<file path="src/rtl/c2c_r_arbiter_pkg.sv">
// Shared types for the c2c_r read-port arbiter.
package c2c_pkg;

  typedef enum logic [1:0] {
    IDLE = 2'd0,
    REQ  = 2'd1,
    RESP = 2'd2
  } arb_state_e;

endpackage

</file>
<file path="src/rtl/c2c_r_arbiter_rr_pick.sv">
// Combinational round-robin pick: first requester at or after last_i+1, with wrap.
module rr_pick #(
  parameter  int unsigned NUM_M = 2,
  localparam int unsigned IW    = $clog2(NUM_M)
) (
  input  logic [NUM_M-1:0] req_i,
  input  logic [IW-1:0]    last_i,
  output logic [IW-1:0]    grant_o,
  output logic             valid_o
);

  logic [IW-1:0] idx;

  // Scan from the farthest offset down to the nearest so the nearest hit wins.
  always_comb begin
    grant_o = '0;
    valid_o = 1'b0;
    idx     = '0;
    for (int unsigned off = NUM_M; off >= 1; off--) begin
      idx = IW'((32'(last_i) + off) % NUM_M);
      if (req_i[idx]) begin
        grant_o = idx;
        valid_o = 1'b1;
      end
    end
  end

endmodule

</file>
<file path="src/rtl/c2c_r_arbiter.sv">
// Round-robin arbiter letting NUM_M c2c_r masters share one slave read port.
module c2c_r_arbiter
  import c2c_pkg::*;
#(
  parameter int unsigned XLEN  = 32,
  parameter int unsigned NUM_M = 2
) (
  input  logic                      clk,
  input  logic                      reset_n,
  input  logic [NUM_M-1:0]          m_re,
  input  logic [NUM_M*(XLEN/8)-1:0] m_sel,
  input  logic [NUM_M*XLEN-1:0]     m_addr,
  output logic [NUM_M-1:0]          m_ack,
  output logic [XLEN-1:0]           m_data,
  output logic                      s_re,
  output logic [XLEN/8-1:0]         s_sel,
  output logic [XLEN-1:0]           s_addr,
  input  logic                      s_ack,
  input  logic [XLEN-1:0]           s_data
);

  localparam int unsigned SW = XLEN / 8;
  localparam int unsigned IW = $clog2(NUM_M);

  arb_state_e        state_q;
  logic [IW-1:0]     last_q;
  logic              s_re_q;
  logic [SW-1:0]     s_sel_q;
  logic [XLEN-1:0]   s_addr_q;
  logic [NUM_M-1:0]  m_ack_q;
  logic [XLEN-1:0]   m_data_q;

  logic [IW-1:0]     pick_idx;
  logic              pick_valid;
  logic [SW-1:0]     pick_sel;
  logic [XLEN-1:0]   pick_addr;
  logic [NUM_M-1:0]  ack_vec;

  rr_pick #(
    .NUM_M (NUM_M)
  ) u_pick (
    .req_i   (m_re),
    .last_i  (last_q),
    .grant_o (pick_idx),
    .valid_o (pick_valid)
  );

  // last_q doubles as the in-flight grant, since it is only updated on a grant.
  always_comb begin
    pick_sel  = '0;
    pick_addr = '0;
    ack_vec   = '0;
    for (int unsigned i = 0; i < NUM_M; i++) begin
      if (pick_idx == IW'(i)) begin
        pick_sel  = m_sel[i*SW +: SW];
        pick_addr = m_addr[i*XLEN +: XLEN];
      end
      ack_vec[i] = (last_q == IW'(i));
    end
  end

  always_ff @(posedge clk or negedge reset_n) begin
    if (!reset_n) begin
      state_q  <= IDLE;
      last_q   <= IW'(NUM_M - 1);
      s_re_q   <= 1'b0;
      s_sel_q  <= '0;
      s_addr_q <= '0;
      m_ack_q  <= '0;
      m_data_q <= '0;
    end else begin
      case (state_q)
        IDLE: begin
          if (pick_valid) begin
            last_q   <= pick_idx;
            s_sel_q  <= pick_sel;
            s_addr_q <= pick_addr;
            s_re_q   <= 1'b1;
            state_q  <= REQ;
          end
        end
        REQ: begin
          if (s_ack) begin
            m_data_q <= s_data;
            m_ack_q  <= ack_vec;
            s_re_q   <= 1'b0;
            state_q  <= RESP;
          end
        end
        RESP: begin
          m_ack_q <= '0;
          state_q <= IDLE;
        end
        default: begin
          state_q <= IDLE;
        end
      endcase
    end
  end

  assign m_ack  = m_ack_q;
  assign m_data = m_data_q;
  assign s_re   = s_re_q;
  assign s_sel  = s_sel_q;
  assign s_addr = s_addr_q;

endmodule

</file>
<file path="config.mk">
export PLATFORM = sky130hd
export DESIGN_NAME = c2c_r_arbiter
export DESIGN_NICKNAME = d
export VERILOG_FILES = /design/src/rtl/c2c_r_arbiter_pkg.sv /design/src/rtl/c2c_r_arbiter_rr_pick.sv /design/src/rtl/c2c_r_arbiter.sv
export SDC_FILE = /design/constraint.sdc
export NUM_CORES = 1
export LEC_CHECK = 0
export CORE_MARGIN = 8
export CORE_UTILIZATION = 35
export CTS_BUF_LIST = sky130_fd_sc_hd__clkbuf_8
export DETAILED_ROUTE_END_ITERATION = 8
export GPL_TIMING_DRIVEN = 0
export PLACE_DENSITY = 0.82
export SYNTH_ARGS = -nofsm -noshare
export SYNTH_HDL_FRONTEND = slang
export SYNTH_SLANG_ARGS = --single-unit
</file>
<file path="constraint.sdc">
create_clock -name clk -period 4.7 [get_ports clk]
set_input_delay 0.705 -clock clk [delete_from_list [all_inputs] [get_ports clk]]
set_output_delay 0.705 -clock clk [all_outputs]
set_load 0.01 [all_outputs]
</file>
---- Yosys cells after proc, flatten, opt, wreduce, memory -nomap -nowiden ----
Cells that the tools add are included.
cells by class
  reduce and logical (&&, ||, !) cells .... 8
  bitwise operators ....................... 1
  equal/unequal tests ..................... 4
  order comparisons ....................... 2
  mux-type cells .......................... 18
  add/subtract/negate cells ............... 2
operator list
  cell                                                         count
  two-way mux 32 bit                                           1
  two-way mux 1 bit                                            10
  one-hot mux 2 bit (2 select lines)                           2
  AND reduction 2 bit                                          4
  two-way mux 2 bit                                            3
  less-than comparator 1 x 2 -> 1 bit (second input constant)  2
  two-way mux 4 bit                                            1
  inequality test 2 bit (second input constant)                2
  nonzero test 2 bit                                           2
  AND reduction 3 bit                                          1
  adder 1 bit (second input constant)                          2
  equality test 2 x 1 -> 1 bit (second input constant)         1
  equality test 2 bit (second input constant)                  1
  logical NOT 2 bit                                            1
  one-hot mux 1 bit (2 select lines)                           1
  inverter 1 bit                                               1
storage, ports and cells
  register bits after elaboration ......... 74
  word-level logic and storage cells ...... 42
  output and inout port bits .............. 71
  input port bits ......................... 109

---- Depth between registers and ports, before layout ----
  word-level depth ........................ 7
  gate-level depth with buffers ........... 5
  gate-level depth less buffers ........... 3

---- Hierarchy ----
Synthesis repeated with hierarchy kept, for this count alone.
unflattened totals
  cells, all modules ...................... 205
  area total of the unflattened synthesis .. 3,370.7 sq um
modules (own cells, without submodules)
  module         area an instance (sq um)  seq. area each (sq um)  times used  cells an instance
  c2c_r_arbiter  3,357.0                   1,853.0                 1           203
  rr_pick        13.8                      0.0                     1           2

---- Worst setup path before layout ----
No wires, ideal clock.
  path kind ............................... input-to-reg
  from .................................... in m_re[1]
  to ...................................... reg s_addr_q[12], in the netlist s_addr[12]
  path buffers ............................ 2
  stages on the path ...................... 5
  slack ................................... 2,863 ps
  arrival time ............................ 1,712 ps
  required time ........................... 4,575 ps
  library setup time ...................... 125 ps
  cell sequence ........................... a21bo_1 -> buf_6 -> buf_12 -> mux2_4 -> mux2_4
on the way
  cells in the longest elaborated chain, start to end .. 5
  elaborated cells on any way between the ends .. 10
  classes of those cells .................. mux (9); reduce/logical (1)
RTL lines
  what                                                       RTL line                     text
  start: declaration                                         c2c_r_arbiter.sv:10          input logic [NUM_M-1:0] m_re,
  two-way mux 1 bit (implied by the code) (2 in series)      c2c_r_arbiter_rr_pick.sv:21  if (req_i[idx]) begin
  two-way mux 1 bit (2 in series)                            c2c_r_arbiter_rr_pick.sv:21
  two-way mux 32 bit or AND reduction 2 bit (tied branches)  -
  end signal: assignment                                     c2c_r_arbiter.sv:77          s_addr_q <= pick_addr;
  end: declaration                                           c2c_r_arbiter.sv:29          logic [XLEN-1:0] s_addr_q;
Parallel ways exist; a longest one is shown, timed or not. The select of a mux whose other input is x is not followed.
A chain may end at the register's enable or synchronous reset.

---- Worst setup path after layout ----
  from .................................... in m_re[0]
  to ...................................... reg s_addr_q[4], in the netlist s_addr[4]
The elaborated chain is that of the path after synthesis.

==> flow_summary.toml <==
[cts]
cts.htree.levels = 3
insertion_delay_ns = 0.33
ctsLongestPathBuffers = 2
cts_made_buffers = 9
cts.repair_timing.setup_buffer_count = 0
ctsHoldBuffers = 0
path_clk_slew_ns = 0.08
clock_sinks = 74
clk_root_buffer_cell = "clkbuf_8"
postCtsResizedCells = 0
cts_tree = "done"

[critical_path]
worst_setup_path_start_kind = "input pin"
required_ns = 4.92
critPathKind = "input pin to register"
crit_path_end_kind = "register"
critical_path.cell_chain = "clkdlybuf4s50_1, nor2_1, nor3_1, buf_4, buf_4, mux2_4"
crit_top_cell = "buf_4"
slowest_delay_ns = 0.49
rr_worst_depth = 4
critical_path.max_fanout = 10
rrSetupSlack_ns = 2.84
crit-reg2reg-capture = "s_addr[4]"
timing.critical_path.arrival_ns = 2.48
slowest_library_cell_on_the_worst_path = "clkdlybuf4s50_1"
cp_top_family = "buffers and inverters"
worst-path-buf-inv = 3
worstReg2RegStart = "state_q[1]"

[drt]
post-route-drc-count = 0
first_pass_iters = 4
drt-wirelength-per-cell_um = 17.4
route.antenna.remaining_nets = 0
drt-initial-drc-count = 48
vias = 2411
avgViaCountPerCell = 4.51
drt-total-wl_um = 9300

[sta]
period_share_pct = 48.1
finClkSkew_ns = 0.00714
number_of_slew_limit_violations_in_the_final_report = 0
finalHoldViolations = 0
final_critical_path_setup_slack_ns = 2.44
unrepaired_setup_endpoints_after_global_routing = "false"
finish_stage_setup_viols = 0
fmax_mhz = 443
max_slew.worst_pin.slew_ns = 0.915
fin_tns_setup_ns = 0
post-route-min-period_ns = 2.26
slew_margin_rel_pct = 39.0

[synth]
syn_avg_cell_area_um2 = 16.7
netlist_area_mm2 = 0.00346
synthCells = 207
yosysTopAreaCell = "dfrtp_1"
post_synthesis_sequential_area_ratio_pct = 53.5
synth_warnings = 0
synth-seq-cells = 74
synth_nets = 316
synth_cell_type_count = 22
synthDominantCellAreaShare_pct = 52.7
synth.area.top_cells = "dfrtp_1 53%, mux2_4 25%, mux2_2 15%"

[power_and_ir_drop]
power_density_mw_per_mm2 = 603
static-leakage-power_nw = 2.46
vdd_ir_drop_max_v = 0.000268

[hold_path]
whs_endpoint = "s_re"
hold-path-cell-count = 1
timing.hold.worst.class = "register to register"
hold_start = "s_re"

[floorplanning]
dieArea_mm2 = 0.0133
die_height_um = 115
core-area_mm2 = 0.00968
start_util_pct = 35.8
floorplan.rows = 36
die_width_um = 115
io_pins = 180

[placed_design]
gp_congestion = 0.757
port-buffer-count = 179
place_hpwl_um = 7340
dpl.cell_count = 519
placement.setup.worst_slack_ns = 2.06

[grt]
grt_antenna_before_repair = 0
globalRouteTotalUtil_pct = 14.0
global_route_wire_length_before_repair_um = 14600
grt_start_max_net_pins = 75
globalRouteOverflowTotal = 0
via_count_of_the_first_global_routing_pass = 2776

[job]
max-cap-violations = 0

[final_layout]
insertedDiodeCount = 0
layout.cells.most_common = "clkdlybuf4s50_1"
finish.cell_count_without_fillers = 534
layout-drive-gt1-share_pct = 33.2
layout.nets = 506
layout.cells.most_common_list = "178 x clkdlybuf4s50_1, 73 x dfrtp_1, 58 x mux2_4, 46 x mux2_2, 10 x clkbuf_8"
syn2layout_area_growth_pct = 62.9

[status]
outcome = "completed"
[sequential cells by signal (all words and copies together) (netlist names)]
| signal | count |
|---|---|
| m_data | 32 |
| s_addr | 32 |
| s_sel | 4 |
| m_ack | 2 |
| state_q | 2 |
| last_q | 1 |
| s_re | 1 |
[power breakdown]
part | total, mW | switching (mW) | internal (mW)
clock network | 0.549 | 0.235 | 0.314
logic | 1.72 | 0.597 | 1.12
registers | 1.14 | 0.174 | 0.965
[cell type report]
class / instances / area (µm²)
Fill cell: 766 / 4040
Sequential cell: 74 / 1850
Buffer: 11 / 111
Multi-Input combinational cell: 120 / 1490
Clock inverter: 5 / 85.1
Tap cell: 133 / 166
Inverter: 2 / 7.51
Clock buffer: 10 / 138
Timing Repair Buffer: 179 / 1790
[cell usage after synthesis]
cell type,count
mux2_2,46
mux2_4,58
nor2_1,1
dfrtp_1,73
nand2b_1,1
buf_12,3
buf_6,1
or2_2,1
buf_4,2
nand3b_1,1
o21ai_0,2
dfstp_2,1
a21bo_1,1
buf_2,5
a21o_1,1
mux2i_1,1
a21oi_1,1
nor3b_1,1
nand2_1,2
nor3_1,1
inv_1,2
a22o_1,2
[how the worst max path moves through the flow]
| stage | start | to | cells past startpoint |
|---|---|---|---|
| 5_1_grt | m_re[0] | s_sel[2] | 6 |
| 3_3_place_gp | reset_n | m_data[12] | 1 |
| 6_report | m_re[0] | s_addr[4] | 6 |
| 2_1_floorplan | m_re[1] | s_addr[12] | 5 |
| 4_1_cts | m_re[0] | s_sel[2] | 6 |
| 3_5_place_dp | m_re[0] | s_addr[2] | 6 |
[stage by stage]
step	instance area [µm²]	total power, mW	util [%]	hold WS, ns
after floorplan	3460	2.00	-	0.409
after global placement	5420	2.85	56.0	0.463
after detailed placement	5420	2.89	56.0	0.466
after CTS	5640	3.46	58.3	0.496
after global routing	5640	3.61	58.3	0.516
final	5640	3.41	58.3	0.487
[metal layers]
layer  track usage (%)  vias up  part of all wire (%)
met5                 0        -                     0
li1                  -     1116                     -
met1              15.4     1201                    38
met4              4.20        0                  0.86
met2              25.1       88                    54
met3              4.33        6                   7.1
[logic make-up (layout without fill, tap and decap cells)]
kind of cell | after synthesis | after routing | share of synthesized area, %
muxes | 105 | 105 | 40.4
AOI/OAI and AO/OA | 7 | 7 | 1.44
DFF | 74 | 74 | 53.5
buffers and inverters | 13 | 207 | 3.43
and+or+nand+nor | 8 | 8 | 1.26
(Power assumes the default switching activity.)
